### src/rtl/mem_access_unit.sv
// mem_access_unit: microcoded memory access sequencer with ack timeout and sticky error flag
module mem_access_unit #(
    parameter int TIMEOUT = 15
) (
    input  logic        clk,
    input  logic        rst_n,
    input  logic [1:0]  MC,
    input  logic        start,
    input  logic [15:0] addr_in,
    input  logic [15:0] wdata_in,
    output logic        mem_req,
    output logic        mem_we,
    output logic [15:0] mem_addr,
    output logic [15:0] mem_wdata,
    input  logic        mem_ack,
    input  logic [15:0] mem_rdata,
    output logic [15:0] Mdata,
    output logic        workRegWrite,
    output logic        busy,
    output logic        done,
    output logic        illegal,
    output logic        timeout_err
);
    typedef enum logic [1:0] {IDLE, ACCESS, COMPLETE, ABORT} state_t;

    state_t      r_state, w_next;
    logic [15:0] r_cnt, r_addr, r_wdata, r_mdata;
    logic        r_we, r_terr, r_illegal;
    logic        w_accept, w_expire;

    assign w_accept = (r_state == IDLE) && start && (MC == 2'b01 || MC == 2'b10);
    assign w_expire = (r_cnt == 16'(TIMEOUT - 1));

    // state register
    always_ff @(posedge clk or negedge rst_n) begin
        if (!rst_n) r_state <= IDLE;
        else        r_state <= w_next;
    end

    // next-state logic; ack takes priority over an expiring counter
    always_comb begin
        w_next = r_state;
        case (r_state)
            IDLE:     w_next = w_accept ? ACCESS : IDLE;
            ACCESS:   w_next = mem_ack ? COMPLETE : (w_expire ? ABORT : ACCESS);
            default:  w_next = IDLE;
        endcase
    end

    // latches for the access, wait counter, load data and status flags
    always_ff @(posedge clk or negedge rst_n) begin
        if (!rst_n) begin
            r_cnt     <= '0;
            r_addr    <= '0;
            r_wdata   <= '0;
            r_mdata   <= '0;
            r_we      <= 1'b0;
            r_terr    <= 1'b0;
            r_illegal <= 1'b0;
        end else begin
            r_illegal <= (r_state == IDLE) && start && (MC == 2'b11);
            if (w_accept) begin
                r_we    <= MC[0];
                r_addr  <= addr_in;
                r_wdata <= wdata_in;
                r_terr  <= 1'b0;
                r_cnt   <= '0;
            end else if (r_state == ACCESS && !mem_ack) begin
                r_cnt <= r_cnt + 16'd1;
            end
            if (r_state == ACCESS && mem_ack && !r_we) r_mdata <= mem_rdata;
            if (r_state == ACCESS && !mem_ack && w_expire) r_terr <= 1'b1;
        end
    end

    // outputs decoded from the current state
    always_comb begin
        mem_req      = (r_state == ACCESS);
        mem_we       = (r_state == ACCESS) && r_we;
        done         = (r_state == COMPLETE) || (r_state == ABORT);
        workRegWrite = (r_state == COMPLETE) && !r_we;
        busy         = (r_state != IDLE);
    end

    assign mem_addr    = r_addr;
    assign mem_wdata   = r_wdata;
    assign Mdata       = r_mdata;
    assign timeout_err = r_terr;
    assign illegal     = r_illegal;
endmodule

### config.mk
export PLATFORM = sky130hd
export DESIGN_NAME = mem_access_unit
export DESIGN_NICKNAME = d
export VERILOG_FILES = /design/src/rtl/mem_access_unit.sv
export SDC_FILE = /design/constraint.sdc
export NUM_CORES = 1
export LEC_CHECK = 0
export CAP_MARGIN = 15
export CORE_ASPECT_RATIO = 0.6
export CORE_MARGIN = 5
export CORE_UTILIZATION = 44
export CTS_CLUSTER_SIZE = 12
export DETAILED_ROUTE_END_ITERATION = 10
export PLACE_DENSITY = 0.81
export SETUP_SLACK_MARGIN = 0.02
export SLEW_MARGIN = 0
export SYNTH_ARGS = -nofsm -noshare
export SYNTH_HDL_FRONTEND = slang
export SYNTH_SLANG_ARGS = --single-unit
### constraint.sdc
create_clock -name clk -period 2.2 [get_ports clk]
set_input_delay 0.22 -clock clk [delete_from_list [all_inputs] [get_ports clk]]
set_output_delay 0.22 -clock clk [all_outputs]
set_load 0.005 [all_outputs]
==> results.toml <==
[floorplanning]
dieArea_um2 = 8430
die_x_um = 115
rows = 23
core_um2 = 6560
die_y_um = 73.2
start_util_pct = 44.6
io-pin-count = 109

[job]
max_cap_violations = 0

[critical_path]
worst-path-buf-inv = 2
worst_ep_arrival_time_ns = 1.83
crit_required_ns = 1.98
cp_top_family = "buffers and inverters"
crit_fanout = 8
cp_slowest_stage_delay_ns = 0.51
crit_chain = "nand2b_1, inv_1, and2_1, clkdlybuf4s50_1"
crit_slowest_cell = "clkdlybuf4s50_1"
critPathCaptureType = "output port"
critPathLaunchType = "flip-flop"
crit_type = "reg2out"

[grt]
grt_pass1_wl_um = 12400
grt_pass1_vias = 2536
grt_max_degree = 33
grt_usage_pct = 19.0
grt_overflow = 0
antenna_found_initial = 0

[logic_synthesis]
synthFlopType = "dfrtp_1"
synthCells = 283
synth-seq-cells = 69
ys_seq_area_share_pct = 59.0
synth.area.top_cells = "dfrtp_1 59%, nand2_1 14%, mux2_2 6.2%"
synth_warnings = 0
ys_types = 36
synth_top_area_cell = "dfrtp_1"
synth_edf_count = 0
post_synth.cell_area_avg_um2 = 10.3
synth_top_area_share_pct = 59.0
netlist_area_um2 = 2930
async_flop_share_pct = 100
syn-num-nets = 340

[detailed_routing]
drtIter0Drc = 150
antenna_left = 0
wl_um = 7690
vias = 2472
wl_per_cell_um = 15.6
drtPass1Iterations = 4
drc_errors = 0
avgViaCountPerCell = 5.01

[min_path]
min_path_type = "in2reg"

[sta]
finalHoldViolations = 0
rsz0062_at_grt = "no"
fin_crit_sh_pct = 93.2
worst_slew_pin_slew_ns = 0.742
finalCriticalPeriod_ns = 2.05
fmax_mhz = 488
fin_tns_setup_ns = 0
drv_slew = 0
skew_ns = 0.00965
slew-limit-headroom_pct = 50.5
setup_viol = 0

[cells_and_area]
final_cell_mix = "108 x nand2_1, 107 x clkdlybuf4s50_1, 69 x dfrtp_1"
n_antenna_cell = 0
final_nets = 458
layout_commonest_cell = "nand2_1"
synthToLayoutAreaGrowth_pct = 48.1
layout-drive-gt1-share_pct = 12.3
fin_area_um2 = 4330

[clocking]
numCtsBuffers = 9
clock_sinks = 69
cts_buffer_depth = 2
path_clk_slew_ns = 0.08
clock_latency_ns = 0.35
htree_levels = 3
root_buffer = "clkbuf_8"
cts_resized = 0
cts_tree = "built"

[placed_design]
numPortBuffers = 108
dp_hpwl_um = 5680
place_congestion = 0.913
place_area_um2 = 4120

[power_and_ir_drop]
finalPower_uw = 4380
leakagePower_uw = 0.00197
irDropWorstVdd_mv = 0.495
power.density_nw_per_um2 = 1010

[run_status]
status = "finished, final reports clean"
-- final timing paths --
check	slack, ns	startpoint	end	depth (start not counted)
hold reg to reg	0.48	mem_addr[6]$_DFFE_PN0N_	mem_addr[6]$_DFFE_PN0N_	2
max in group asynchronous	0.97	rst_n	r_cnt[3]$_DFFE_PN0P_	3
min in group asynchronous	0.47	rst_n	Mdata[0]$_DFFE_PN0P_	2
setup / recovery	0.15	r_state[1]$_DFF_PN0_	mem_we	4
setup reg to reg	0.45	r_state[0]$_DFF_PN0_	mem_wdata[8]$_DFFE_PN0N_	6
hold / removal	0.38	addr_in[6]	mem_addr[6]$_DFFE_PN0N_	3
-- final cells by class --
| class | instances | area [µm²] |
|---|---|---|
| fill | 543 | 2230 |
| multi-input combinational | 196 | 1120 |
| clock buffer | 10 | 128 |
| clock inverter | 6 | 71.3 |
| sequential | 69 | 1730 |
| timing repair buffer | 118 | 1150 |
| tap | 87 | 109 |
| inverter | 7 | 26.3 |
-- cell usage after synthesis (all sizes together), types with 2 or more instances --
cell type,number
xor2,5
nor4,6
ha,3
nor3b,3
a21oi,2
buf,6
nand2,108
nand4,5
xnor2,4
o31ai,2
mux2,16
and2,4
inv,7
clkbuf,5
mux2i,3
or2,2
dfrtp,69
nor2,12
nand3,8
-- through the flow --
| stage | util, % | instances | hold WS [ns] | setup WS [ns] |
|---|---|---|---|---|
| after global routing | 66.0 | 493 | 0.381 | 0.0616 |
| after global placement | 62.8 | 476 | 0.308 | 0.322 |
| after floorplan | - | 283 | -0.0756 | 0.665 |
| final | 66.0 | 493 | 0.384 | 0.149 |
| after detailed placement | 62.8 | 476 | 0.314 | 0.310 |
| after CTS | 66.0 | 493 | 0.370 | 0.135 |
-- cell families (layout without fill, tap and decap cells) --
kind of cell / count (synthesis) / after routing / share of synthesized area (%)
adders and majority gates: 3 / 3 / 1.28
xor gates and xnor gates: 9 / 9 / 2.69
and+or+nand+nor: 155 / 155 / 24.6
DFF: 69 / 69 / 59.0
buffers and inverters: 18 / 141 / 2.78
muxes: 19 / 19 / 7.19
AOI/OAI and AO/OA: 10 / 10 / 2.44
-- worst register-to-register path, delay by kind of cell, from the launching register on --
family | cells | cell delay, ns
flops | 1 | 0.45
simple gates | 4 | 0.70
buf+inv | 2 | 0.48
-- where the power goes --
| group | switching, µW | internal, µW |
|---|---|---|
| logic | 515 | 945 |
| clock network | 513 | 531 |
| registers | 234 | 1650 |
| total | 1260 | 3120 |
-- repair_timing --
item,4_1_cts,5_1_grt
buffers inserted,0,0
endpoints found under the hold margin,30,0
hold buffers,1,0
-- layer usage --
metal,track usage (%),vias to the layer above,routed length (µm)
li1,-,1163,-
met5,0,-,0
met2,28.8,100,3440
met3,10.2,16,837
met1,23.6,1193,3280
met4,5.60,0,129
-- registers in the layout (all words and copies together) (netlist names) --
signal / cells
Mdata: 16
r_we: 1
timeout_err: 1
illegal: 1
r_state: 2
mem_addr: 16
r_cnt: 16
mem_wdata: 16
(Power assumes the default switching activity.)
